[config.mk]
export PLATFORM = sky130hd
export DESIGN_NAME = lcd_write_engine
export DESIGN_NICKNAME = d
export VERILOG_FILES = /design/src/rtl/lcd_pkg.sv /design/src/rtl/lcd_phase_timer.sv /design/src/rtl/lcd_write_engine.sv
export SDC_FILE = /design/constraint.sdc
export NUM_CORES = 1
export LEC_CHECK = 0
export ABC_AREA = 1
export CAP_MARGIN = 20
export CORE_MARGIN = 3
export CORE_UTILIZATION = 55
export DETAILED_ROUTE_END_ITERATION = 10
export GPL_ROUTABILITY_DRIVEN = 0
export PLACE_DENSITY = 0.8
export SLEW_MARGIN = 20
export SYNTH_ARGS = -nofsm -noshare
export SYNTH_HDL_FRONTEND = slang
export SYNTH_SLANG_ARGS = --single-unit
[constraint.sdc]
create_clock -name clk -period 3.48 [get_ports clk]
set_input_delay 0.87 -clock clk [delete_from_list [all_inputs] [get_ports clk]]
set_output_delay 0.87 -clock clk [all_outputs]
set_load 0.1 [all_outputs]
[src/rtl/lcd_pkg.sv]
// lcd_pkg: state encoding, 50 MHz default timing and command bytes shared by
// the character-LCD write engine.
package lcd_pkg;

    typedef logic [3:0] state_t;

    localparam state_t S_IDLE     = 4'd0;
    localparam state_t S_SETUP_HI = 4'd1;
    localparam state_t S_EN_HI    = 4'd2;
    localparam state_t S_HOLD_HI  = 4'd3;
    localparam state_t S_GAP      = 4'd4;
    localparam state_t S_SETUP_LO = 4'd5;
    localparam state_t S_EN_LO    = 4'd6;
    localparam state_t S_HOLD_LO  = 4'd7;
    localparam state_t S_WAIT     = 4'd8;

    localparam int DEF_SETUP_CYC     = 2;
    localparam int DEF_EN_CYC        = 12;
    localparam int DEF_HOLD_CYC      = 1;
    localparam int DEF_GAP_CYC       = 47;
    localparam int DEF_WAIT_CYC      = 2000;
    localparam int DEF_LONG_WAIT_CYC = 82000;
    localparam int DEF_CNT_W         = 17;

    localparam logic [7:0] CMD_CLEAR = 8'h01;
    localparam logic [7:0] CMD_HOME  = 8'h02;

    // Return home also decodes as 8'h03 because bit 0 is don't-care on the LCD.
    function automatic logic is_slow_cmd(input logic rs, input logic [7:0] b);
        return !rs && (b == CMD_CLEAR || b[7:1] == CMD_HOME[7:1]);
    endfunction

endpackage

[src/rtl/lcd_phase_timer.sv]
// lcd_phase_timer: phase counter with synchronous clear and terminal-count flag
// (tc_o is high while the count equals last_i).
module lcd_phase_timer #(
    parameter int CNT_W = 17
) (
    input  logic             clk,
    input  logic             reset,
    input  logic             clr_i,
    input  logic [CNT_W-1:0] last_i,
    output logic             tc_o
);

    logic [CNT_W-1:0] cnt_q, cnt_d;

    always_comb cnt_d = clr_i ? '0 : cnt_q + CNT_W'(1);

    always_ff @(posedge clk or posedge reset) begin
        if (reset) cnt_q <= '0;
        else       cnt_q <= cnt_d;
    end

    assign tc_o = cnt_q == last_i;

endmodule

[src/rtl/lcd_write_engine.sv]
// lcd_write_engine: one byte per handshake onto a 4/8-bit character-LCD bus with
// programmable phase timing. Define LCD_LONG_WAIT_EN for the long clear/home wait.
module lcd_write_engine
    import lcd_pkg::*;
#(
    parameter int NIBBLE_MODE   = 1,
    parameter int SETUP_CYC     = DEF_SETUP_CYC,
    parameter int EN_CYC        = DEF_EN_CYC,
    parameter int HOLD_CYC      = DEF_HOLD_CYC,
    parameter int GAP_CYC       = DEF_GAP_CYC,
    parameter int WAIT_CYC      = DEF_WAIT_CYC,
    parameter int LONG_WAIT_CYC = DEF_LONG_WAIT_CYC,
    parameter int CNT_W         = DEF_CNT_W
) (
    input  logic       clk,
    input  logic       reset,
    input  logic       start,
    input  logic       rs_in,
    input  logic [7:0] data_in,
    output logic       ready,
    output logic       done,
    output logic       lcd_e,
    output logic       lcd_rs,
    output logic       lcd_rw,
    output logic [7:0] lcd_d
);

    localparam bit NIB = NIBBLE_MODE != 0;

    state_t           state_q, state_d;
    logic [7:0]       data_q, data_d;
    logic             rs_q, rs_d, e_q, e_d;
    logic             accept, tc, clr, hi, lo;
    logic [CNT_W-1:0] last, wait_last;

    assign accept = start && state_q == S_IDLE;

`ifdef LCD_LONG_WAIT_EN
    assign wait_last = is_slow_cmd(rs_q, data_q) ? CNT_W'(LONG_WAIT_CYC - 1) : CNT_W'(WAIT_CYC - 1);
`else
    logic unused_long_wait;
    assign unused_long_wait = LONG_WAIT_CYC != 0;
    assign wait_last = CNT_W'(WAIT_CYC - 1);
`endif

    always_comb begin
        state_d = state_q;
        case (state_q)
            S_IDLE:     state_d = start ? S_SETUP_HI : S_IDLE;
            S_SETUP_HI: state_d = tc ? S_EN_HI : state_q;
            S_EN_HI:    state_d = tc ? S_HOLD_HI : state_q;
            S_HOLD_HI:  state_d = tc ? (NIB ? S_GAP : S_WAIT) : state_q;
            S_GAP:      state_d = tc ? S_SETUP_LO : state_q;
            S_SETUP_LO: state_d = tc ? S_EN_LO : state_q;
            S_EN_LO:    state_d = tc ? S_HOLD_LO : state_q;
            S_HOLD_LO:  state_d = tc ? S_WAIT : state_q;
            S_WAIT:     state_d = tc ? S_IDLE : state_q;
            default:    state_d = S_IDLE;
        endcase
    end

    always_comb begin
        last = wait_last;
        case (state_q)
            S_SETUP_HI, S_SETUP_LO: last = CNT_W'(SETUP_CYC - 1);
            S_EN_HI, S_EN_LO:       last = CNT_W'(EN_CYC - 1);
            S_HOLD_HI, S_HOLD_LO:   last = CNT_W'(HOLD_CYC - 1);
            S_GAP:                  last = CNT_W'(GAP_CYC - 1);
            default:                last = wait_last;
        endcase
    end

    // Every timed state exits on tc, so a state change is exactly a phase entry.
    assign clr = state_d != state_q || state_q == S_IDLE;

    lcd_phase_timer #(.CNT_W(CNT_W)) u_timer (
        .clk    (clk),
        .reset  (reset),
        .clr_i  (clr),
        .last_i (last),
        .tc_o   (tc)
    );

    assign data_d = accept ? data_in : data_q;
    assign rs_d   = accept ? rs_in : rs_q;
    assign e_d    = state_d == S_EN_HI || state_d == S_EN_LO;

    always_ff @(posedge clk or posedge reset) begin
        if (reset) begin
            state_q <= S_IDLE;
            data_q  <= '0;
            rs_q    <= 1'b0;
            e_q     <= 1'b0;
        end else begin
            state_q <= state_d;
            data_q  <= data_d;
            rs_q    <= rs_d;
            e_q     <= e_d;
        end
    end

    assign hi = state_q == S_SETUP_HI || state_q == S_EN_HI || state_q == S_HOLD_HI || state_q == S_GAP;
    assign lo = state_q == S_SETUP_LO || state_q == S_EN_LO || state_q == S_HOLD_LO || state_q == S_WAIT;

    assign ready  = state_q == S_IDLE;
    assign done   = state_q == S_WAIT && tc;
    assign lcd_e  = e_q;
    assign lcd_rs = (hi || lo) && rs_q;
    assign lcd_rw = 1'b0;
    assign lcd_d  = hi ? (NIB ? {data_q[7:4], 4'h0} : data_q)
                  : lo ? (NIB ? {data_q[3:0], 4'h0} : data_q)
                  : 8'h00;

endmodule

; After elaboration in Yosys (flattened, before gate mapping)
; Index checks and enable logic that the tools add are counted.
[totals]
regBits = 31
inputBits = 12
out_inout_bits = 13
word_cells = 48
[op_classes]
n_addsub = 1
eq_ne = 12
muxes = 14
reduce_logical = 16
[ops]
columns = operator, n
row1 = $pmux W11 S4, 1
row2 = $pmux W4 S9, 1
row3 = $mux W4, 8
row4 = $eq A4 B3 Y1 const B, 5
row5 = $add A17 B1 Y17 const B, 1
row6 = $eq A17 B11 Y1, 1
row7 = $mux W17, 1
row8 = $mux W8, 2
row9 = $eq A4 B2 Y1 const B, 3
row10 = $logic_or A1 B1 Y1, 9
row11 = $reduce_or A2 Y1, 3
row12 = $eq A4 B1 Y1 const B, 1
row13 = $eq A4 B4 Y1 const B, 1
row14 = $logic_not A4 Y1, 1
row15 = $ne A4 B4 Y1, 1
row16 = $logic_and A1 B1 Y1, 3
row17 = $mux W1, 1

; Longest topological paths before layout
[logic_depth]
ltp_word = 9
mapped_depth = 17
depth_no_buf = 15

; Modules after synthesis
; From an unflattened synthesis, not the netlist that was laid out.
[unflattened]
hier_cells = 292
hier_area_um2 = 2072.0
[modules_own_cells]
columns = module, instances, cells_per_inst, area_each_um2, seq_area_each_um2
row1 = lcd_phase_timer, 1, 177, 1213.7, 425.4
row2 = lcd_write_engine, 1, 115, 858.3, 350.3

; Least setup slack after synthesis
; No wires, ideal clock.
[synth_timing]
path_kind = flip-flop to flip-flop
startpoint = reg state_q[0]
endpoint = reg u_timer.cnt_q[11]
setup_time_ns = 0.068
arrival_ns = 4.009
required_ns = 3.412
setup_slack_ns = -0.597
stages_incl_launch_ff = 10
path_cell_list = dfrtp_1 > buf_6 > inv_2 > nand2_1 > nor3_1 > nand2_1 > nand3_1 > nand3_4 > buf_12 > nor2_4
[synth_lines]
columns = item, line
row1 = start: declaration, lcd_write_engine.sv:30  ; state_t state_q, state_d;
row2 = start signal: assignment, lcd_write_engine.sv:95  ; state_q <= state_d;
row3 = $logic_not A4 Y1 (*), --
row4 = named net ready, lcd_write_engine.sv:20  ; output logic ready,
row5 = $pmux W4 S9, lcd_write_engine.sv:48  ; case (state_q)
row6 = $ne A4 B4 Y1, lcd_write_engine.sv:74  ; assign clr = state_d != state_q || state_q == S_IDLE;
row7 = $logic_or A1 B1 Y1 (*), lcd_write_engine.sv:74
row8 = $mux W17 (*), lcd_phase_timer.sv:15  ; always_comb cnt_d = clr_i ? '0 : cnt_q + CNT_W'(1);
row9 = named net u_timer.cnt_d[11], lcd_phase_timer.sv:13  ; logic [CNT_W-1:0] cnt_q, cnt_d;
row10 = end signal: assignment, lcd_phase_timer.sv:19  ; else cnt_q <= cnt_d;
row11 = end: declaration, lcd_phase_timer.sv:13
; Mark *: on every way through the listed nets, which the timed path passes. The rest lies on a longest branch.
; A chain may end at the register's enable or synchronous reset.

; Worst setup path after layout
[layout_timing]
startpoint = reg state_q[0]
endpoint = out lcd_d[4]
[layout_via]
elab_chain_cells = 6
[layout_rtl]
columns = item, line
row1 = $eq A4 B3 Y1, lcd_write_engine.sv:103  ; assign lo = state_q == S_SETUP_LO || state_q == S_EN_LO || state_q == S_HOLD_LO || state_q == S_WAIT;
row2 = $logic_or A1 B1 Y1 (3 in a row), lcd_write_engine.sv:103
row3 = $mux W8, lcd_write_engine.sv:111  ; : lo ? (NIB ? {data_q[3:0], 4'h0} : data_q)
row4 = $mux W8 (*), lcd_write_engine.sv:110  ; assign lcd_d = hi ? (NIB ? {data_q[7:4], 4'h0} : data_q)
row5 = end: declaration, lcd_write_engine.sv:25  ; output logic [7:0] lcd_d
; Every way passes the cells marked *; elsewhere a longest branch is shown, timed or not.

==> flow_summary.ini <==
[critical_path]
cpPeakStageDelay_ps = 490
path_delay_family = simple AND/OR/NAND/NOR gates
cp_slowest_cell = dfrtp_1
critPathKind = reg -> out
path_buf_inv = 2
endpoint_kind = output port
worstPathArrival_ps = 2190
worst_setup_path_start_kind = flip-flop
regToRegSetupSlack_ps = 1200
cp_cell_sequence = inv_2, nand2_1, nor3_1, a21oi_1, o21ai_0, buf_4
cp_max_fo = 8
required_ps = 2610

[detailed_routing]
drtAntennaViolNets = 0
routed_wl_um = 3440
vias = 1496
wire_per_inst_um = 11.4
drt_iter0_drc = 97
routed_via_density = 4.97
drc = 0
dr.pass1.iters = 4

[logic_synthesis]
synth.distinct_cells = 30
synthesis.area_um2 = 1880
synth_seq_cells = 31
yosysWarnings = 0
yosysSeqAreaShare = 0.414
synth_cells = 234
syn_area_per_cell_um2 = 8.02

[floorplanning]
io_pins = 25
dieArea_um2 = 4150
die_h_um = 64.4
start_util = 0.595
dieWidth_um = 64.4
rows = 20
coreArea_um2 = 3150

[global_routing]
grtUsageMet3 = 0.0527
grt-busiest-layer = met2
overflow = 0
grt_usage = 0.194
grt_first_pass_wirelength_um = 6190
use_met1 = 0.237
grt_pass1_vias = 1469
grt_max_degree = 32
grtUsageMet2 = 0.325
antenna_found_initial = 0

[power_and_ir_drop]
p_switching_mw = 0.155
p_sw_frac = 0.241
p_seq_frac = 0.558
pwr-share-clk = 0.375
power_frac_comb = 0.067
vdd_ir_drop_max_mv = 0.290
power.density_nw_per_um2 = 304
p_int_mw = 0.489
finalPower_mw = 0.645
p_leak_nw = 1.06

[hold_path]
hp-class = reg -> reg

[placement]
numPortBuffers = 19
post_dp_cell_area_um2 = 2050
dp_hpwl_um = 2600

[finish]
final_area_um2 = 2120
diodes = 0
fin_nets = 269
areaGrowthSynthToFinish_pct = 13.2
drive_gt1_frac = 0.202
fin_util = 0.673

[flow_run]
maxCapViolations = 0

[timing]
hold_violations = 0
min_period_over_period = 0.880
tightest_slew_ps = 543
fin_setup_tns_ps = 0
fmax_ghz = 0.327
fin_crit_ps = 3060
rsz0062_at_grt = no
fin_skew_ps = 10.9
drv_slew = 0
finalSetupViolCount = 0
slew_headroom = 0.634

[clocking]
cts_tree = yes
clk_pin_slew_worst_paths_ps = 90
cts_num_sinks = 31
numCtsBuffers = 5
cts_root_buffer = clkbuf_4
clockBufferDepth = 2
ctsHoldBuffers = 0
clock_latency_ps = 330
ctsResizeCount = 0
h-tree-depth = 2
cts_setup_buffers = 0

[status]
outcome = finished, final reports clean
-- final timing paths --
| kind | from | to | cells after the start |
|---|---|---|---|
| max | state_q[0]$_DFF_PP0_ | lcd_d[4] | 6 |
| min | data_q[3]$_DFFE_PP0P_ | data_q[3]$_DFFE_PP0P_ | 2 |
| min in group asynchronous | reset | u_timer.cnt_q[14]$_DFF_PP0_ | 3 |
| max reg2reg | state_q[0]$_DFF_PP0_ | u_timer.cnt_q[16]$_DFF_PP0_ | 7 |
| min reg2reg | data_q[3]$_DFFE_PP0P_ | data_q[3]$_DFFE_PP0P_ | 2 |
| max in group asynchronous | reset | rs_q$_DFFE_PP0P_ | 3 |
-- cell usage after synthesis --
master / number / area share
a21o_1: 1 / 0.0040
a21oi_1: 9 / 0.024
buf_12: 1 / 0.011
buf_2: 1 / 0.0027
buf_4: 5 / 0.020
buf_6: 1 / 0.0060
clkbuf_1: 1 / 0.0020
conb_1: 1 / 0.0020
dfrtp_1: 31 / 0.41
ha_1: 1 / 0.0067
inv_1: 26 / 0.052
inv_2: 4 / 0.0080
inv_4: 1 / 0.0033
mux2_2: 5 / 0.030
nand2_1: 49 / 0.098
nand2_2: 7 / 0.023
nand3_1: 9 / 0.024
nand3_2: 1 / 0.0053
nand3_4: 1 / 0.0093
nand3b_1: 1 / 0.0040
nand4_1: 2 / 0.0067
nor2_1: 35 / 0.070
nor2_2: 2 / 0.0067
nor2_4: 12 / 0.072
nor3_1: 4 / 0.011
o21ai_0: 10 / 0.027
o21ai_2: 1 / 0.0047
o22ai_1: 2 / 0.0067
xnor2_1: 4 / 0.019
xor2_1: 6 / 0.028
-- flip-flops by register name, indices dropped and copies added, names as in the netlist --
signal,cells
rs_q,1
u_timer.cnt_q,17
lcd_e,1
data_q,8
state_q,4
-- worst min-delay path: cells and delay by family (launching register included) --
| family | cells | cell delay, ps |
|---|---|---|
| compound gates | 1 | 60 |
| buf+inv | 1 | 60 |
| flops | 1 | 370 |
-- power groups by stage --
stage	clock [mW]	combinational [mW]	sequential, mW
3_3_place_gp	0	0.0438	0.367
3_5_place_dp	0	0.0438	0.367
5_1_grt	0.269	0.0461	0.360
4_1_cts	0.248	0.0439	0.360
6_report	0.241	0.0432	0.360
2_1_floorplan	0	0.0331	0.367
-- per-stage QoR --
step | instances | setup WS [ps] | hold WS (ps)
after floorplan | 238 | -538 | 473
after global placement | 293 | 857 | 491
after detailed placement | 293 | 850 | 498
after CTS | 301 | 435 | 519
after global routing | 301 | 255 | 532
final | 301 | 418 | 518
-- final cells by class --
cell class | count | area (um2)
fill | 272 | 1030
sequential | 31 | 776
clock buffer | 7 | 65.1
clock inverter | 1 | 7.51
timing repair buffer | 20 | 178
inverter | 31 | 119
multi-input combinational | 167 | 923
tap | 44 | 55.1
-- kinds of logic after synthesis --
family	synth area share
AOI/OAI and AO/OA	0.0660
adders and majority gates	0.00667
DFF	0.414
other	0.00200
buffers and inverters	0.105
muxes	0.0300
xor gates and xnor gates	0.0467
and+or+nand+nor	0.330
-- routing by layer --
layer,share of wire,vias to the layer above,wire length (um)
met4,0.013,0,44
li1,-,753,-
met3,0.058,6,199
met5,0,-,0
met1,0.45,692,1530
met2,0.48,45,1670
-- layout by cell type (no fill, tap or decap), types with 5 or more instances in the layout --
| master | count |
|---|---|
| a21oi_1 | 9 |
| buf_4 | 9 |
| clkbuf_4 | 5 |
| clkdlybuf4s50_1 | 11 |
| conb_1 | 5 |
| dfrtp_1 | 31 |
| inv_1 | 26 |
| mux2_2 | 5 |
| nand2_1 | 49 |
| nand2_2 | 7 |
| nand3_1 | 9 |
| nor2_1 | 35 |
| nor2_4 | 12 |
| o21ai_0 | 10 |
| xor2_1 | 6 |
Note: power is estimated with default switching activity, not from simulation.
==> edit 1: new RTL, config.mk and constraints unchanged <==
Take the reset off `data_q` and load it in a clocked block of its own.
--- a/src/rtl/lcd_write_engine.sv
+++ b/src/rtl/lcd_write_engine.sv
@@ -89,13 +89,15 @@
         if (reset) begin
             state_q <= S_IDLE;
-            data_q  <= '0;
             rs_q    <= 1'b0;
             e_q     <= 1'b0;
         end else begin
             state_q <= state_d;
-            data_q  <= data_d;
             rs_q    <= rs_d;
             e_q     <= e_d;
         end
+    end
+
+    always_ff @(posedge clk) begin
+        data_q <= data_d;
     end
 
Formal check against the unedited RTL: same outputs for any inputs over 10 cycles, from zero or initial values and one cycle with reset high; that may be too few to reach the edited logic, so the function may still have changed.
==> edit 1 against the unedited design <==
Worst setup slack gained 0.083 ns; sequential cell count is the same; design area shrank 0.24%; combinational power shrank 6.7%; final cell count shrank 1.0%; area after synthesis grew 0.93%; fmax grew 2.8%; count of clock-buffer cells in the layout is the same; wire length shrank 4.9%; power shrank 5.2%; critical endpoint is now lcd_d[5].
==> edit 1: results (changes against the unedited design) <==
wl_met2_mm: 1.50  # -9.7%
synth_common_cells: "56 x nand2_1, 27 x inv_1, 26 x nor2_1"
grt_pass1_vias: 1304  # -11%
num_vias: 1438  # -3.9%
synth.area.top_cells: "dfrtp_1 30%, edfxtp_1 13%, nand2_1 11%, nor2_4 8.3%, inv_1 5.4%"
layout.nets: 266  # -1.1%
dpl.hpwl_mm: 2.54  # -2.1%
worstMarginPinSlew_ns: 0.847  # +0.304 ns
crit_path_end: "lcd_d[5]"
yosysSeqAreaShare_pct: 43.1  # +1.7 points
grt_pass1_wl_mm: 5.72  # -7.6%
ir_drop_uv: 234  # -19%
status: "completed"
cp_top_family: "flip-flops"
finClkSkew_ns: 0.00837  # -0.00255 ns
synth-adder-area-share_pct: 0.661  # -0.0062 points
dr.first_iter.drc_count: 147  # +52%
crit_arrival_ns: 2.11  # -0.08 ns
synthMuxAreaShare_pct: 0  # -3.0 points
wl_met1_mm: 1.53  # -0.39%
n_fill_cell: 280  # +2.9%
reg2reg_from: "state_q[3]$_DFF_PP0_"
synth_xor_area_share_pct: 4.63  # -0.043 points
grt_max_degree: 24  # -25%
rrSetupSlack_ns: 1.23  # +0.03 ns
wl_met3_um: 200  # +0.50%
synth_cell_types: 28  # -6.7%
reg2regPathDepth: 15  # +8
grt.total_usage_pct: 18.1  # -1.3 points
[edit 1: cell type report]
cell class,count,area [um2],share of cell area (%)
clock buffers,7,45.0,2.13
clock inverters,1,5.00,0.236
inverters,30,113,5.32
multi-input cells,166,915,43.2
flip-flops and latches,31,816,38.5
well taps,44,55.1,2.60
repair buffers,19,170,8.03
[edit 1: worst min-delay path, cell delays in order, from the launching register on]
cell	delay, ns
dfrtp_1	0.35
nand2_1	0.05
nand2_1	0.06
[edit 1: routing by layer]
layer | track usage [%] | vias to the layer above
li1 | - | 760
met1 | 24.1 | 632
met2 | 27.1 | 41
met3 | 7.11 | 5
met4 | 5.80 | 0
met5 | 0 | -
[edit 1: worst min path at each step]
stage	slack, ns	from	depth (start not counted)	end
CTS	0.50	rs_q$_DFFE_PP0P_	2	rs_q$_DFFE_PP0P_
floorplan	0.44	rs_q$_DFFE_PP0P_	2	rs_q$_DFFE_PP0P_
global route	0.52	rs_q$_DFFE_PP0P_	2	rs_q$_DFFE_PP0P_
finish	0.48	rs_q$_DFFE_PP0P_	2	rs_q$_DFFE_PP0P_
global placement	0.48	rs_q$_DFFE_PP0P_	2	rs_q$_DFFE_PP0P_
detailed placement	0.47	rs_q$_DFFE_PP0P_	2	rs_q$_DFFE_PP0P_
[edit 1: cells by family after synthesis]
| group | count (synthesis) |
|---|---|
| buffers and inverters | 37 |
| xor gates and xnor gates | 10 |
| and+or+nand+nor | 127 |
| AOI/OAI and AO/OA | 23 |
| DFF | 31 |
| other | 1 |
| adders and majority gates | 1 |
[edit 1: metrics by stage]
stage / setup WS (ns) / cells / cell area (um2) / setup TNS (ns)
after detailed placement: 0.884 / 290 / 2070 / 0
final: 0.500 / 298 / 2120 / 0
after floorplan: -0.461 / 234 / 1910 / -1.85
after global routing: 0.346 / 298 / 2120 / 0
after global placement: 0.960 / 290 / 2070 / 0
after CTS: 0.503 / 298 / 2120 / 0
[edit 1: where the power goes]
part	internal [uW]	total, uW	switching [uW]
Combinational	10.7	40.3	29.7
Clock	78.5	198	119
Sequential	373	373	0
==> edit 2: new RTL, same flow settings <==
Without the edit above. The option `LCD_LONG_WAIT_EN` is turned on by a define.
--- a/src/rtl/lcd_write_engine.sv
+++ b/src/rtl/lcd_write_engine.sv
@@ -1,4 +1,6 @@
 // lcd_write_engine: one byte per handshake onto a 4/8-bit character-LCD bus with
 // programmable phase timing. Define LCD_LONG_WAIT_EN for the long clear/home wait.
+`define LCD_LONG_WAIT_EN
+
 module lcd_write_engine
     import lcd_pkg::*;
Formal check against the unedited RTL: no difference found for any inputs over 10 cycles, from zero or initial values and one cycle with reset high; that may be too few to reach the edited logic, so the function may still have changed.
==> edit 2 against the unedited design <==
Area after synthesis grew 10%; first-iteration DRC count is 58% higher; hold slack improved by 0.0099 ns; non-clock buffer count unchanged; power up 4.9%; design area up 10%; critical path type unchanged; via count up 15%; wire length grew 15%; largest cell class unchanged; worst setup slack gained 0.032 ns; sequential cell count stayed put.
==> edit 2: results (changes against the unedited design) <==
status: "completed"
clockPowerShare_pct: 40.3  # +2.8 points
crit_arrival_ns: 2.16  # -0.03 ns
n_all_inverters: 46  # +48%
dpl.hpwl_mm: 3.06  # +18%
grt.total_usage_pct: 20.1  # +0.77 points
clock_latency_ns: 0.29  # -0.04 ns
multi_input_cells: 204  # +22%
synthMuxAreaShare_pct: 0  # -3.0 points
crit_path_max_incr_delay_ns: 0.52  # +0.03 ns
clock_area_share_pct: 3.58  # +0.16 points
startpoint: "state_q[3]$_DFF_PP0_"
gr-usage-met1_pct: 25.9  # +2.2 points
reg2reg_to: "u_timer.cnt_q[0]$_DFF_PP0_"
synth.area.top_cells: "dfrtp_1 38%, nand2_1 12%, nor2_1 8.3%, inv_1 7.4%, nor2_4 5.4%"
synth_compound_area_share_pct: 7.20  # +0.59 points
yosysSeqAreaShare_pct: 37.5  # -3.9 points
rrSetupSlack_ns: 1.12  # -0.08 ns
holdPathStages: 1  # -1
synth-main-ff-cell: "dfrtp_1"
synth_xor_area_share_pct: 4.23  # -0.44 points
multiInputGateArea_um2: 1060  # +15%
clk_pin_slew_ns: 0.06  # -0.03 ns
p_leak_uw: 0.00119  # +13%
synth_common_cells: "64 x nand2_1, 46 x nor2_1, 41 x inv_1"
dp_slack_ns: 0.772  # -0.0774 ns
drive_gt1_share_pct: 14.6  # -5.7 points
grt_pass1_wl_mm: 6.78  # +9.5%
dr.first_iter.drc_count: 153  # +58%
hold_ws_ns: 0.528  # +0.00990 ns
crit_fanout: 8  # unchanged
synth-adder-area-share_pct: 0.605  # -0.062 points
reg2regPathDepth: 14  # +7
diodes: 0  # unchanged
ir_drop_uv: 197  # -32%
drt_wl_total_mm: 3.95  # +15%
p_switching_uw: 168  # +8.2%
grt_pass1_vias: 1585  # +7.9%
wl_met3_um: 155  # -22%
use_met3_pct: 4.99  # -0.28 points
setup_ws_ns: 0.449  # +0.0317 ns
cts-root-buf: "clkbuf_8"
min_to: "u_timer.cnt_q[0]$_DFF_PP0_"
buffer_area_share_pct: 8.12  # -0.25 points
n_fill_cell: 309  # +14%
wl_met2_mm: 1.88  # +13%
layout.nets: 321  # +19%
synth_cell_types: 31  # +3.3%
drt-vias-per-instance: 4.86  # -2.2%
use_met2_pct: 32.3  # -0.20 points
wl_met1_mm: 1.84  # +20%
crit_path_end: "done"
hold_start: "u_timer.cnt_q[0]$_DFF_PP0_"
finClkSkew_ns: 0.00424  # -0.00667 ns
-- edit 2: cell types whose count changed in the layout (fill, tap and decap cells not counted), sizes merged, moves of 2 or more --
| cell | unedited run | this run |
|---|---|---|
| nand2 | 56 | 72 |
| inv | 31 | 46 |
| nor2 | 49 | 60 |
| nand3 | 11 | 19 |
| mux2 | 5 | 0 |
| o21ai | 11 | 6 |
| a21oi | 9 | 13 |
| clkinv | 0 | 3 |
| xnor2 | 4 | 1 |
| xor2 | 6 | 9 |
| clkbuf | 7 | 5 |
| nand3b | 1 | 3 |
| o22ai | 2 | 4 |
-- edit 2: metrics by stage --
stage,cells,total power [uW],util [%],instance area (um2)
2_1_floorplan,289,400,-,2080
3_3_place_gp,347,411,65.1,2260
3_5_place_dp,347,411,65.1,2260
4_1_cts,355,691,67.5,2340
5_1_grt,355,704,67.5,2340
6_report,355,676,67.5,2340
